### src/rtl/gpu_clk_pkg.sv
// gpu_clk_pkg: shared state encoding and default parameters for the PLL reset sequencer
package gpu_clk_pkg;
  typedef enum logic [2:0] {
    WAIT_LOCK = 3'd0,
    FILTER    = 3'd1,
    RELEASE   = 3'd2,
    RUN       = 3'd3,
    HOLD      = 3'd4
  } seq_state_t;
  localparam int LOCK_LOST_W            = 8;
  localparam int DEF_NUM_DOMAINS        = 3;
  localparam int DEF_SYNC_STAGES        = 2;
  localparam int DEF_LOCK_FILTER_CYCLES = 256;
  localparam int DEF_STAGE_GAP_CYCLES   = 16;
  localparam int DEF_LOSS_HOLD_CYCLES   = 64;
endpackage

### src/rtl/sync_ff.sv
// sync_ff: multi-flop synchroniser for one asynchronous bit, clears to 0 on reset
module sync_ff #(
  parameter int STAGES = 2
) (
  input  logic clk,
  input  logic rst_n,
  input  logic d,
  output logic q
);
  logic [STAGES-1:0] sync_q, sync_d;
  // shift the raw bit into the bottom of the chain
  always_comb sync_d = {sync_q[STAGES-2:0], d};
  // synchroniser chain registers
  always_ff @(posedge clk or negedge rst_n)
    if (!rst_n) sync_q <= '0;
    else sync_q <= sync_d;
  assign q = sync_q[STAGES-1];
endmodule

### src/rtl/pll_reset_sequencer.sv
// pll_reset_sequencer: filters PLL lock and releases per-domain resets in order
module pll_reset_sequencer
  import gpu_clk_pkg::*;
#(
  parameter int NUM_DOMAINS        = DEF_NUM_DOMAINS,
  parameter int SYNC_STAGES        = DEF_SYNC_STAGES,
  parameter int LOCK_FILTER_CYCLES = DEF_LOCK_FILTER_CYCLES,
  parameter int STAGE_GAP_CYCLES   = DEF_STAGE_GAP_CYCLES,
  parameter int LOSS_HOLD_CYCLES   = DEF_LOSS_HOLD_CYCLES
) (
  input  logic                   clk_core,
  input  logic                   rst_n,
  input  logic                   pll_locked,
  input  logic                   sw_reset_req,
  output logic [NUM_DOMAINS-1:0] rst_out_n,
  output logic                   all_ready,
  output logic [LOCK_LOST_W-1:0] lock_lost_count,
  output logic [2:0]             seq_state
);
  localparam int FW = $clog2(LOCK_FILTER_CYCLES + 1);
  localparam int GW = $clog2(STAGE_GAP_CYCLES + 1);
  localparam int HW = $clog2(LOSS_HOLD_CYCLES + 1);
  localparam logic [FW-1:0] FILT_LAST = FW'(LOCK_FILTER_CYCLES - 1);
  localparam logic [GW-1:0] GAP_LAST  = GW'(STAGE_GAP_CYCLES - 1);
  localparam logic [HW-1:0] HOLD_LAST = HW'(LOSS_HOLD_CYCLES - 1);
  seq_state_t             state_q, state_d;
  logic [FW-1:0]          filt_q, filt_d;
  logic [GW-1:0]          gap_q, gap_d;
  logic [HW-1:0]          hold_q, hold_d;
  logic [NUM_DOMAINS-1:0] rel_q, rel_d, rel_next;
  logic                   ready_q, ready_d;
  logic [LOCK_LOST_W-1:0] lost_q, lost_d;
  logic                   locked_s;
  sync_ff #(.STAGES(SYNC_STAGES)) u_lock_sync (
    .clk   (clk_core),
    .rst_n (rst_n),
    .d     (pll_locked),
    .q     (locked_s)
  );
  assign rel_next = rel_q | (rel_q << 1);
  // sequencing FSM: lock filter, staged release, fault hold
  always_comb begin
    state_d = state_q;
    filt_d  = filt_q;
    gap_d   = gap_q;
    hold_d  = hold_q;
    rel_d   = rel_q;
    ready_d = ready_q;
    lost_d  = lost_q;
    case (state_q)
      WAIT_LOCK: begin
        rel_d   = '0;
        ready_d = 1'b0;
        if (locked_s) begin
          state_d = FILTER;
          filt_d  = '0;
        end
      end
      FILTER: begin
        if (sw_reset_req) begin
          state_d = HOLD;
          hold_d  = '0;
        end else if (!locked_s) begin
          state_d = WAIT_LOCK;
        end else if (filt_q == FILT_LAST) begin
          state_d = (NUM_DOMAINS == 1) ? RUN : RELEASE;
          rel_d   = NUM_DOMAINS'(1);
          ready_d = (NUM_DOMAINS == 1);
          gap_d   = '0;
        end else begin
          filt_d = filt_q + 1'b1;
        end
      end
      RELEASE, RUN: begin
        if (!locked_s || sw_reset_req) begin
          state_d = HOLD;
          hold_d  = '0;
          rel_d   = '0;
          ready_d = 1'b0;
          if (!locked_s && lost_q != '1) lost_d = lost_q + 1'b1;
        end else if (state_q == RELEASE) begin
          gap_d = (gap_q == GAP_LAST) ? '0 : gap_q + 1'b1;
          if (gap_q == GAP_LAST) begin
            rel_d = rel_next;
            if (rel_next[NUM_DOMAINS-1]) begin
              state_d = RUN;
              ready_d = 1'b1;
            end
          end
        end
      end
      HOLD: begin
        rel_d   = '0;
        ready_d = 1'b0;
        if (hold_q == HOLD_LAST) state_d = WAIT_LOCK;
        else hold_d = hold_q + 1'b1;
      end
      default: begin
        state_d = HOLD;
        hold_d  = '0;
        rel_d   = '0;
        ready_d = 1'b0;
      end
    endcase
  end
  // state, counters and registered outputs
  always_ff @(posedge clk_core or negedge rst_n)
    if (!rst_n) begin
      state_q <= WAIT_LOCK;
      filt_q  <= '0;
      gap_q   <= '0;
      hold_q  <= '0;
      rel_q   <= '0;
      ready_q <= 1'b0;
      lost_q  <= '0;
    end else begin
      state_q <= state_d;
      filt_q  <= filt_d;
      gap_q   <= gap_d;
      hold_q  <= hold_d;
      rel_q   <= rel_d;
      ready_q <= ready_d;
      lost_q  <= lost_d;
    end
  assign rst_out_n       = rel_q;
  assign all_ready       = ready_q;
  assign lock_lost_count = lost_q;
  assign seq_state       = state_q;
endmodule
### config.mk
export PLATFORM = sky130hd
export DESIGN_NAME = pll_reset_sequencer
export DESIGN_NICKNAME = d
export VERILOG_FILES = /design/src/rtl/gpu_clk_pkg.sv /design/src/rtl/sync_ff.sv /design/src/rtl/pll_reset_sequencer.sv
export SDC_FILE = /design/constraint.sdc
export NUM_CORES = 1
export LEC_CHECK = 0
export CORE_AREA = 2 2 65 67
export CTS_CLUSTER_DIAMETER = 50
export DETAILED_ROUTE_END_ITERATION = 10
export DIE_AREA = 0 0 67 69
export PLACE_DENSITY = 0.73
export SLEW_MARGIN = 20
export SYNTH_ARGS = -nofsm -noshare
export SYNTH_HDL_FRONTEND = slang
export SYNTH_SLANG_ARGS = --single-unit
### constraint.sdc
create_clock -name clk_core -period 6.9 [get_ports clk_core]
set_input_delay 1.38 -clock clk_core [delete_from_list [all_inputs] [get_ports clk_core]]
set_output_delay 1.38 -clock clk_core [all_outputs]
set_load 0.02 [all_outputs]
Yosys cells after proc, flatten, opt, wreduce, memory -nomap -nowiden
Index checks and enable logic that the tools add are counted.
{"block": "totals", "register_bits": 38, "output_inout_bits": 15, "wordCells": 92}
{"block": "op_classes", "reduce_logical": 14, "mux": 41, "addsub": 4, "eq_ne": 23, "bitwise_logic": 2}
{"op": "3-bit two-way mux", "count": 15}
{"op": "9-bit two-way mux", "count": 4}
{"op": "5-bit two-way mux", "count": 6}
{"op": "7-bit case mux with 4 select lines", "count": 1}
{"op": "7-bit two-way mux", "count": 3}
{"op": "2-bit != test (second input constant)", "count": 9}
{"op": "9-bit case mux with 2 select lines", "count": 1}
{"op": "6-bit AND reduction", "count": 3}
{"op": "3-bit case mux with 4 select lines", "count": 1}
{"op": "5-bit case mux with 2 select lines", "count": 1}
{"op": "5-bit AND reduction", "count": 2}
{"op": "9-bit by 1-bit adder with 9-bit output (second input constant)", "count": 1}
{"op": "9-bit by 8-bit equality test with 1-bit output (second input constant)", "count": 1}
{"op": "3-bit != test (second input constant)", "count": 3}
{"op": "8-bit by 1-bit adder with 8-bit output (second input constant)", "count": 1}
{"op": "8-bit != test (second input constant)", "count": 1}
{"op": "7-bit by 1-bit adder with 7-bit output (second input constant)", "count": 1}
{"op": "7-bit by 6-bit equality test with 1-bit output (second input constant)", "count": 1}
{"op": "1-bit two-way mux", "count": 7}
{"op": "3-bit by 2-bit equality test with 1-bit output (second input constant)", "count": 2}
{"op": "3-bit case mux with 2 select lines", "count": 1}
{"op": "5-bit by 1-bit adder with 5-bit output (second input constant)", "count": 1}
{"op": "5-bit by 4-bit equality test with 1-bit output (second input constant)", "count": 1}
{"op": "2-bit by 1-bit != test with 1-bit output (second input constant)", "count": 2}
{"op": "14 further kinds", "count": 15}

Longest topological paths before layout
Gate-level depths: netlist (run 1).
{"block": "depth", "depth_word": 6, "mapped_depth": 9}

Modules after synthesis
Synthesis (run 1) repeated with hierarchy kept, for this count alone.
{"block": "unflattened", "cells_unflattened": 197, "area_unflattened_um2": 1965.6}
{"module": "pll_reset_sequencer", "n_inst": 1, "area_each_um2": 1915.6, "cells_per_inst": 195}
{"module": "sync_ff", "n_inst": 1, "area_each_um2": 50.0, "cells_per_inst": 2}

Worst setup path before layout (run 1)
OpenSTA, ideal clock, no wires.
{"block": "synth_path", "kind": "input -> register", "from": "input port sw_reset_req", "to": "register gap_q[2]", "setup_slack_ns": 4.262, "t_required_ns": 6.778, "cell_stages": 4, "arrival_time_ns": 2.517, "cell_sequence": "or3b_2 > a21oi_1 > o21ai_0 > a32o_1"}
{"block": "synth_via", "elab_chain_cells": 3}
{"element": "start: declaration", "line_no": "pll_reset_sequencer.sv:14", "rtl": "input logic sw_reset_req,"}
{"element": "1-bit logical OR", "line_no": "pll_reset_sequencer.sv:75", "rtl": "if (!locked_s || sw_reset_req) begin"}
{"element": "2-bit != test (no line)"}
{"element": "6-bit AND reduction (no line) *"}
{"element": "end signal: assignment", "line_no": "pll_reset_sequencer.sv:119", "rtl": "gap_q <= gap_d;"}
{"element": "end: declaration", "line_no": "pll_reset_sequencer.sv:28", "rtl": "logic [GW-1:0] gap_q, gap_d;"}
Every way passes the cells marked *; elsewhere a longest branch is shown, timed or not.
A chain may end at the register's enable or synchronous reset.

Worst setup path after layout (run 1)
Ends and elaborated chain as after synthesis.

==> results of run 1 <==
==> cell type report <==
| cell class | instances | share of cell area, % |
|---|---|---|
| clock buffer | 6 | 3.585 |
| inverter | 6 | 0.9777 |
| tap | 50 | 2.716 |
| sequential | 38 | 41.28 |
| timing repair buffer | 18 | 7.605 |
| clock inverter | 2 | 2.607 |
| multi-input combinational | 150 | 41.23 |
==> critical path, delay by kind of cell <==
family | cells | cell delay (ps)
AO/OA/AOI/OAI | 3 | 840
buffers and inverters | 1 | 490
AND/OR/NAND/NOR | 1 | 500
==> layout by cell type (no fill, tap or decap), types with 2 or more instances in the layout <==
master	synthesis	routed
dfrtp_1	38	38
clkbuf_8	0	6
inv_1	6	6
o21ai_0	17	17
nand2_1	17	17
nor2b_1	2	2
bufinv_16	0	2
nand3_1	10	10
mux2_2	2	2
or2_2	2	2
a21oi_1	5	5
xnor2_1	4	4
a311oi_1	2	2
nand2b_1	5	5
a211oi_1	4	4
clkdlybuf4s50_1	0	17
ha_1	5	5
o32a_1	2	2
a211o_1	2	2
or3_1	2	2
xor2_1	3	3
nand4b_1	2	2
nor3b_1	2	2
nor2_1	14	14
and2_1	4	4
nor4_1	3	3
nor3_1	8	8
a31oi_1	2	2
a22o_1	2	2
and3_1	5	5
nand4_1	5	5
==> flip-flops by register name (all words and copies together), names as in the netlist <==
register            cells
all_ready               1
filt_q                  9
gap_q                   5
hold_q                  7
lock_lost_count         8
rst_out_n               3
seq_state               3
u_lock_sync.sync_q      2
==> cell usage after synthesis, types with 2 or more instances <==
master     n
nand2b_1   5
nor2_1    14
a22o_1     2
xor2_1     3
nand2_1   17
nand4b_1   2
and3_1     5
nor3b_1    2
or3_1      2
nor2b_1    2
nand4_1    5
nor4_1     3
mux2_2     2
a31oi_1    2
or2_2      2
dfrtp_1   38
inv_1      6
ha_1       5
a311oi_1   2
o32a_1     2
and2_1     4
nor3_1     8
xnor2_1    4
nand3_1   10
o21ai_0   17
a211oi_1   4
clkbuf_1   3
a211o_1    2
a21oi_1    5
==> how the worst max path moves through the flow <==
stage                 start        to  slack (ps)  depth (start not counted)
3_5_place_dp   sw_reset_req  gap_q[2]        3600                          5
2_1_floorplan  sw_reset_req  gap_q[2]        4260                          4
5_1_grt        sw_reset_req  gap_q[2]        3680                          5
6_report       sw_reset_req  gap_q[2]        3870                          5
3_3_place_gp   sw_reset_req  gap_q[2]        3630                          5
4_1_cts        sw_reset_req  gap_q[2]        3880                          5
==> logic make-up after synthesis <==
logic type / share of synthesized area (%)
and+or+nand+nor: 23.86
AOI/OAI and AO/OA: 16.81
DFF: 48.75
buffers and inverters: 2.565
xor gates and xnor gates: 3.143
adders and majority gates: 3.207
muxes: 1.668
==> where the power goes <==
part	switching [mW]	total [mW]	internal, mW
Sequential	0.0504	0.306	0.255
Clock	0.0761	0.230	0.154
Combinational	0.106	0.202	0.0954
==> per-layer routing <==
layer | part of all wire, % | vias up
met4 | 2.1 | 0
met1 | 47 | 755
met5 | 0 | -
met3 | 3.7 | 8
li1 | - | 778
met2 | 48 | 38
==> stage by stage <==
stage,utilization (%),instances,instance area [um^2],hold WS [ps],worst slack [ps]
after floorplan,-,199,1951,331.2,4262
after global placement,55.21,262,2161,333.1,3634
after detailed placement,55.21,262,2161,338.1,3604
after CTS,58.86,270,2303,354.3,3875
after global routing,58.86,270,2303,360.3,3676
final,58.86,270,2303,349.3,3874
==> run metrics, run 1 <==
htree depth 2; Core Box Area 0.003914 mm^2; Synthesis Warnings 0; Final Max Slew Viols 0; worst hold stages 0; Post-Synthesis Cells 199; Die W 67 um; Slowest cell on crit path or3b_2; Slew @ Worst Pin 837.1 ps; Final Skew 8.039 ps; worst-path maximum fanout 8; Synth cell types 50; met3 Use GR 3.915%; Die ar. 0.004623 mm^2; Total Wirelength 3.960 mm; met1 Resource Use GR 27.24%; slowest cell delay on critical path 500 ps; final antenna-violating net count 0; # IOs 19; CTS tree built; initial drt markers 144; Max VDD drop 0.0002192 V; async set or reset register ratio after synthesis 100.0%; crit share post-route 43.86%; top cell type's share of synthesized area 48.75%; worst-case clock buffer depth 2; worst path cell trace clkdlybuf4s50_1 -> or3b_2 -> a21oi_1 -> o21ai_0 -> a32o_1; final setup violation count 0; clk sinks 38; Design Power 0.7378 mW; Mapped Nets 208; Final Hold Vio Count 0; Rows 23; status finished clean; number of synthesized flops with an enable pin 0; Critical R2R Capture filt_q[7]; Synth area leaders dfrtp_1 (49%), o21ai_0 (4.4%), nand2_1 (3.3%); R2R Setup Slk 4240 ps; clk slew on worst S/H paths 70 ps; layout cell share with drive strength beyond 1 6.818%; fill count 374; CTS Buf Count 5; Worst Setup Start Kind input port; Setup CP Type in -> reg; DPL Wire Length 2.730 mm; Clk Latency, worst-skew pair 290 ps; Post-Syn Area per Cell 9.802 um^2; worst min-delay path startpoint u_lock_sync.sync_q[0]; RSZ-0062 raised after global routing no; vias in the first global route 1551; grt total ovfl 0; global-route usage over all layers 19.94%; CP Capture Type flip-flop; Peak Freq 330.4 MHz; pwr dens 320.3 mW/mm^2; ys flop type dfrtp_1; Clock Tree Root clkbuf_8; multi-input logic area 949.7 um^2; Mapped Area 0.001951 mm^2; Tmin final 3026 ps; final setup TNS 0 ps; Hold Crit Class reg -> reg; worst r2r path cells 8; gpl congestion 0.8209; Setup Fix Bufs, Post-CTS 0; largest net degree at the start of global routing 39; CP Data Required Time 7080 ps; die height 69 um; met2 GRT Util 30.36%; DRT Pass-1 Iters 4; critical path arrival 3200 ps; Max Cap Viol 0; global routing's busiest layer met2; first-pass GRT wire length 7.127 mm; DR WL/cell 14.67 um; Post-CTS Resized 0; initial core utilization 49.84%; Synth Register Bits 38; DRC Markers 0; Port Buffer Count 18; # hold bufs at CTS 0; Slew HR 44.19%; sequential-to-total area share from yosys stat 48.75%; vias after detailed routing 1579; sequential cell area 950.9 um^2; Layout Nets 228; Leak 0.9720 nW; area leader, netlist dfrtp_1; P&R area growth vs syn 18.09%; initial antenna violation count 0; hold path endpoint u_lock_sync.sync_q[1]; # diodes 0; vias per inst 5.848; Reg2Reg Launch Point filt_q[0]
No activity file was read; power rests on OpenSTA's default activity.
==> run 2, diff against run 1 <==
--- a/config.mk
+++ b/config.mk
@@ -9,7 +9,7 @@
 export CTS_CLUSTER_DIAMETER = 50
 export DETAILED_ROUTE_END_ITERATION = 10
 export DIE_AREA = 0 0 67 69
-export PLACE_DENSITY = 0.73
+export PLACE_DENSITY = 0.76
 export SLEW_MARGIN = 20
 export SYNTH_ARGS = -nofsm -noshare
 export SYNTH_HDL_FRONTEND = slang
==> constraint.sdc (replaced) <==
create_clock -name clk_core -period 2.65 [get_ports clk_core]
set_input_delay 0.53 -clock clk_core [delete_from_list [all_inputs] [get_ports clk_core]]
set_output_delay 0.53 -clock clk_core [all_outputs]
set_load 0.02 [all_outputs]
==> run 2 against run 1 <==
  * Non-clock buffer count rose by 6
  * Design area rose by 0.60%
  * Core utilization rose by 0.35 points
  * Sequential power rose by 150%
  * Combinational power rose to 2.9 times the previous value
  * Total power rose by 150%
  * Clock-buffer cell count fell by 1
  * Worst setup slack got worse by 3700 ps
  * First-iteration DRC count fell by 19%
  * Sequential cell count did not move
  * Critical path depth rose by 3
  * Critical path type is now reg -> reg
  * Critical endpoint is now filt_q[7]
  * Largest cell class is now multi-input gates
  * Highest routed layer unchanged
==> run metrics, run 2 (synthesis gave the netlist of run 1 again) <==
Slew HR 45.41% (+1.2 points); Setup CP Type reg -> reg; Stages on worst setup path 8 (+3); Die W 67 um (unchanged); first-pass GRT wire length 6.927 mm (-2.8%); fill count 362 (-3.2%); CTS Buf Count 5 (unchanged); Core Box Area 0.003914 mm^2 (unchanged); # diodes 0 (unchanged); initial drt markers 116 (-19%); commonest non-fill, non-tap cell in the layout dfrtp_1; htree depth 2 (unchanged); final setup violation count 0 (unchanged); clock power share 26.0% (-5.2 points); layout cell share with drive strength beyond 1 9.735% (+2.9 points); critical path arrival 2670 ps (-530 ps); Slew @ Worst Pin 818.8 ps (-18.31 ps); post-route insts no fill 276 (+2.2%); R2R Setup Slk 200 ps (-4040 ps); Slowest cell on crit path or4_1; Design Area, Final 0.002317 mm^2 (+0.60%); switching pwr 0.6116 mW (+160%); DR WL/cell 14.36 um (-2.1%); Die ar. 0.004623 mm^2 (unchanged); multi-input logic area 952.2 um^2 (+0.26%); vias per inst 5.779 (-1.2%); internal power 1.213 mW (+140%); DRT Pass-1 Iters 4 (unchanged); initial core utilization 49.84% (unchanged); final setup TNS 0 ps (unchanged); initial antenna violation count 0 (unchanged); slowest cell delay on critical path 460 ps (-40 ps); post-placement cell area 0.002206 mm^2 (+2.1%); Max VDD drop 0.0004469 V (+100%); most frequent cells in the layout dfrtp_1 (38), o21ai_0 (17), nand2_1 (17), clkdlybuf4s50_1 (17), nor2_1 (13); switching share of power 33.52% (+2.0 points); Clock Tree Root clkbuf_8; register bank with the most flops filt_q; worst setup path startpoint filt_q[0]; Clk Latency, worst-skew pair 290 ps (about the same); max reg flops 9 (unchanged); Port Buffer Count 18 (unchanged); worst r2r path cells 8 (unchanged); Final Skew 3.595 ps (-4.445 ps); Final Hold Vio Count 0 (unchanged); CP Data Required Time 2860 ps (-4220 ps); Combinational Power Share 32.3% (+5.0 points); Final Max Slew Viols 0 (unchanged); RSZ-0062 raised after global routing no; global-route usage over all layers 19.54% (-0.40 points); Critical R2R Capture filt_q[7]; largest net degree at the start of global routing 39 (unchanged); CP Capture Type flip-flop; DRC Markers 0 (unchanged); # IOs 19 (unchanged); pwr dens 787.3 mW/mm^2 (+150%); vias after detailed routing 1595 (+1.0%); Worst Setup EP filt_q[7]; Leak 0.9886 nW (+1.7%); grt total ovfl 0 (unchanged); sequential cell area 950.9 um^2 (unchanged); gpl congestion 0.8331 (+1.5%); worst-path maximum fanout 6 (-2); Peak Freq 407.9 MHz; Most common cell on crit path and3_1; final antenna-violating net count 0 (unchanged); crit share post-route 92.52%; Hold Crit Class in -> async; CTS tree built; Worst Setup Start Kind flip-flop; status finished clean; vias in the first global route 1509 (-2.7%); family with the most delay on the worst path simple AND/OR/NAND/NOR gates; Layout Nets 234 (+2.6%); clk slew on worst S/H paths 70 ps (about the same); Tmin final 2452 ps; worst path cell trace ha_1 -> and3_1 -> and3_1 -> and3_1 -> ha_1 -> o32a_1 -> or4_1 -> o21ai_0; die height 69 um (unchanged); Total Wirelength 3.963 mm (about the same); Max Cap Viol 0 (unchanged); dpl cells 268 (+2.3%); DPL Wire Length 2.834 mm (+3.8%); P&R area growth vs syn 18.79%; # hold bufs at CTS 0 (unchanged); worst path bufs/invs 0 (-1); worst-case clock buffer depth 2 (unchanged); Rows 23 (unchanged); register share of total power 41.7% (+0.2 points); Reg2Reg Launch Point filt_q[0]; clk sinks 38 (unchanged)
## run 2: cell count changes in the layout (fill, tap and decap cells not counted)
cell / before / now
bufinv_16: 2 / 1
nor2_1: 14 / 13
clkbuf_8: 6 / 5
nor2_2: 0 / 1
clkinv_2: 0 / 2
buf_4: 0 / 6
## run 2: cell type report
class,instances,share of cell area (%)
multi-input combinational,150,41.09
sequential,38,41.04
inverter,6,0.9719
tap,50,2.700
timing repair buffer,24,9.503
clock buffer,5,2.970
clock inverter,3,1.728
## run 2: per-stage QoR
step,power (mW),hold slack [ps],worst slack (ps),utilization (%)
final,1.824,334.5,198.3,59.21
after global routing,1.949,375.9,47.31,59.21
after floorplan,1.156,234.4,187.5,-
after global placement,1.344,333.5,257.7,56.36
after CTS,1.844,351.1,200.0,59.14
after detailed placement,1.354,334.7,221.5,56.36
## run 2: layer usage
metal	GRT usage, %	up-vias	wire (um)
met4	8.617	0	79
li1	-	790	-
met3	5.873	7	156
met1	27.74	774	1941
met2	27.39	24	1785
met5	0	-	0
## run 2: what timing repair did
item,CTS,global route
endpoints found under the setup margin,0,1
gates resized for setup,0,1
hold endpoints to repair,0,0
setup buffers,0,0
## run 2: worst min path at each step
stage                                startpoint                     to  cells after the start
after floorplan                           rst_n              all_ready                      0
after CTS                 u_lock_sync.sync_q[0]  u_lock_sync.sync_q[1]                      0
after detailed placement  u_lock_sync.sync_q[0]  u_lock_sync.sync_q[1]                      0
after global routing      u_lock_sync.sync_q[0]  u_lock_sync.sync_q[1]                      0
final                                     rst_n               gap_q[0]                      1
after global placement    u_lock_sync.sync_q[0]  u_lock_sync.sync_q[1]                      0
## run 2: power by group through the flow
| stage | sequential (mW) | clock, mW | combinational (mW) |
|---|---|---|---|
| 6_report | 0.760 | 0.475 | 0.590 |
| 5_1_grt | 0.777 | 0.510 | 0.661 |
| 4_1_cts | 0.759 | 0.488 | 0.597 |
| 3_5_place_dp | 0.768 | 0 | 0.586 |
| 3_3_place_gp | 0.766 | 0 | 0.577 |
| 2_1_floorplan | 0.794 | 0 | 0.363 |
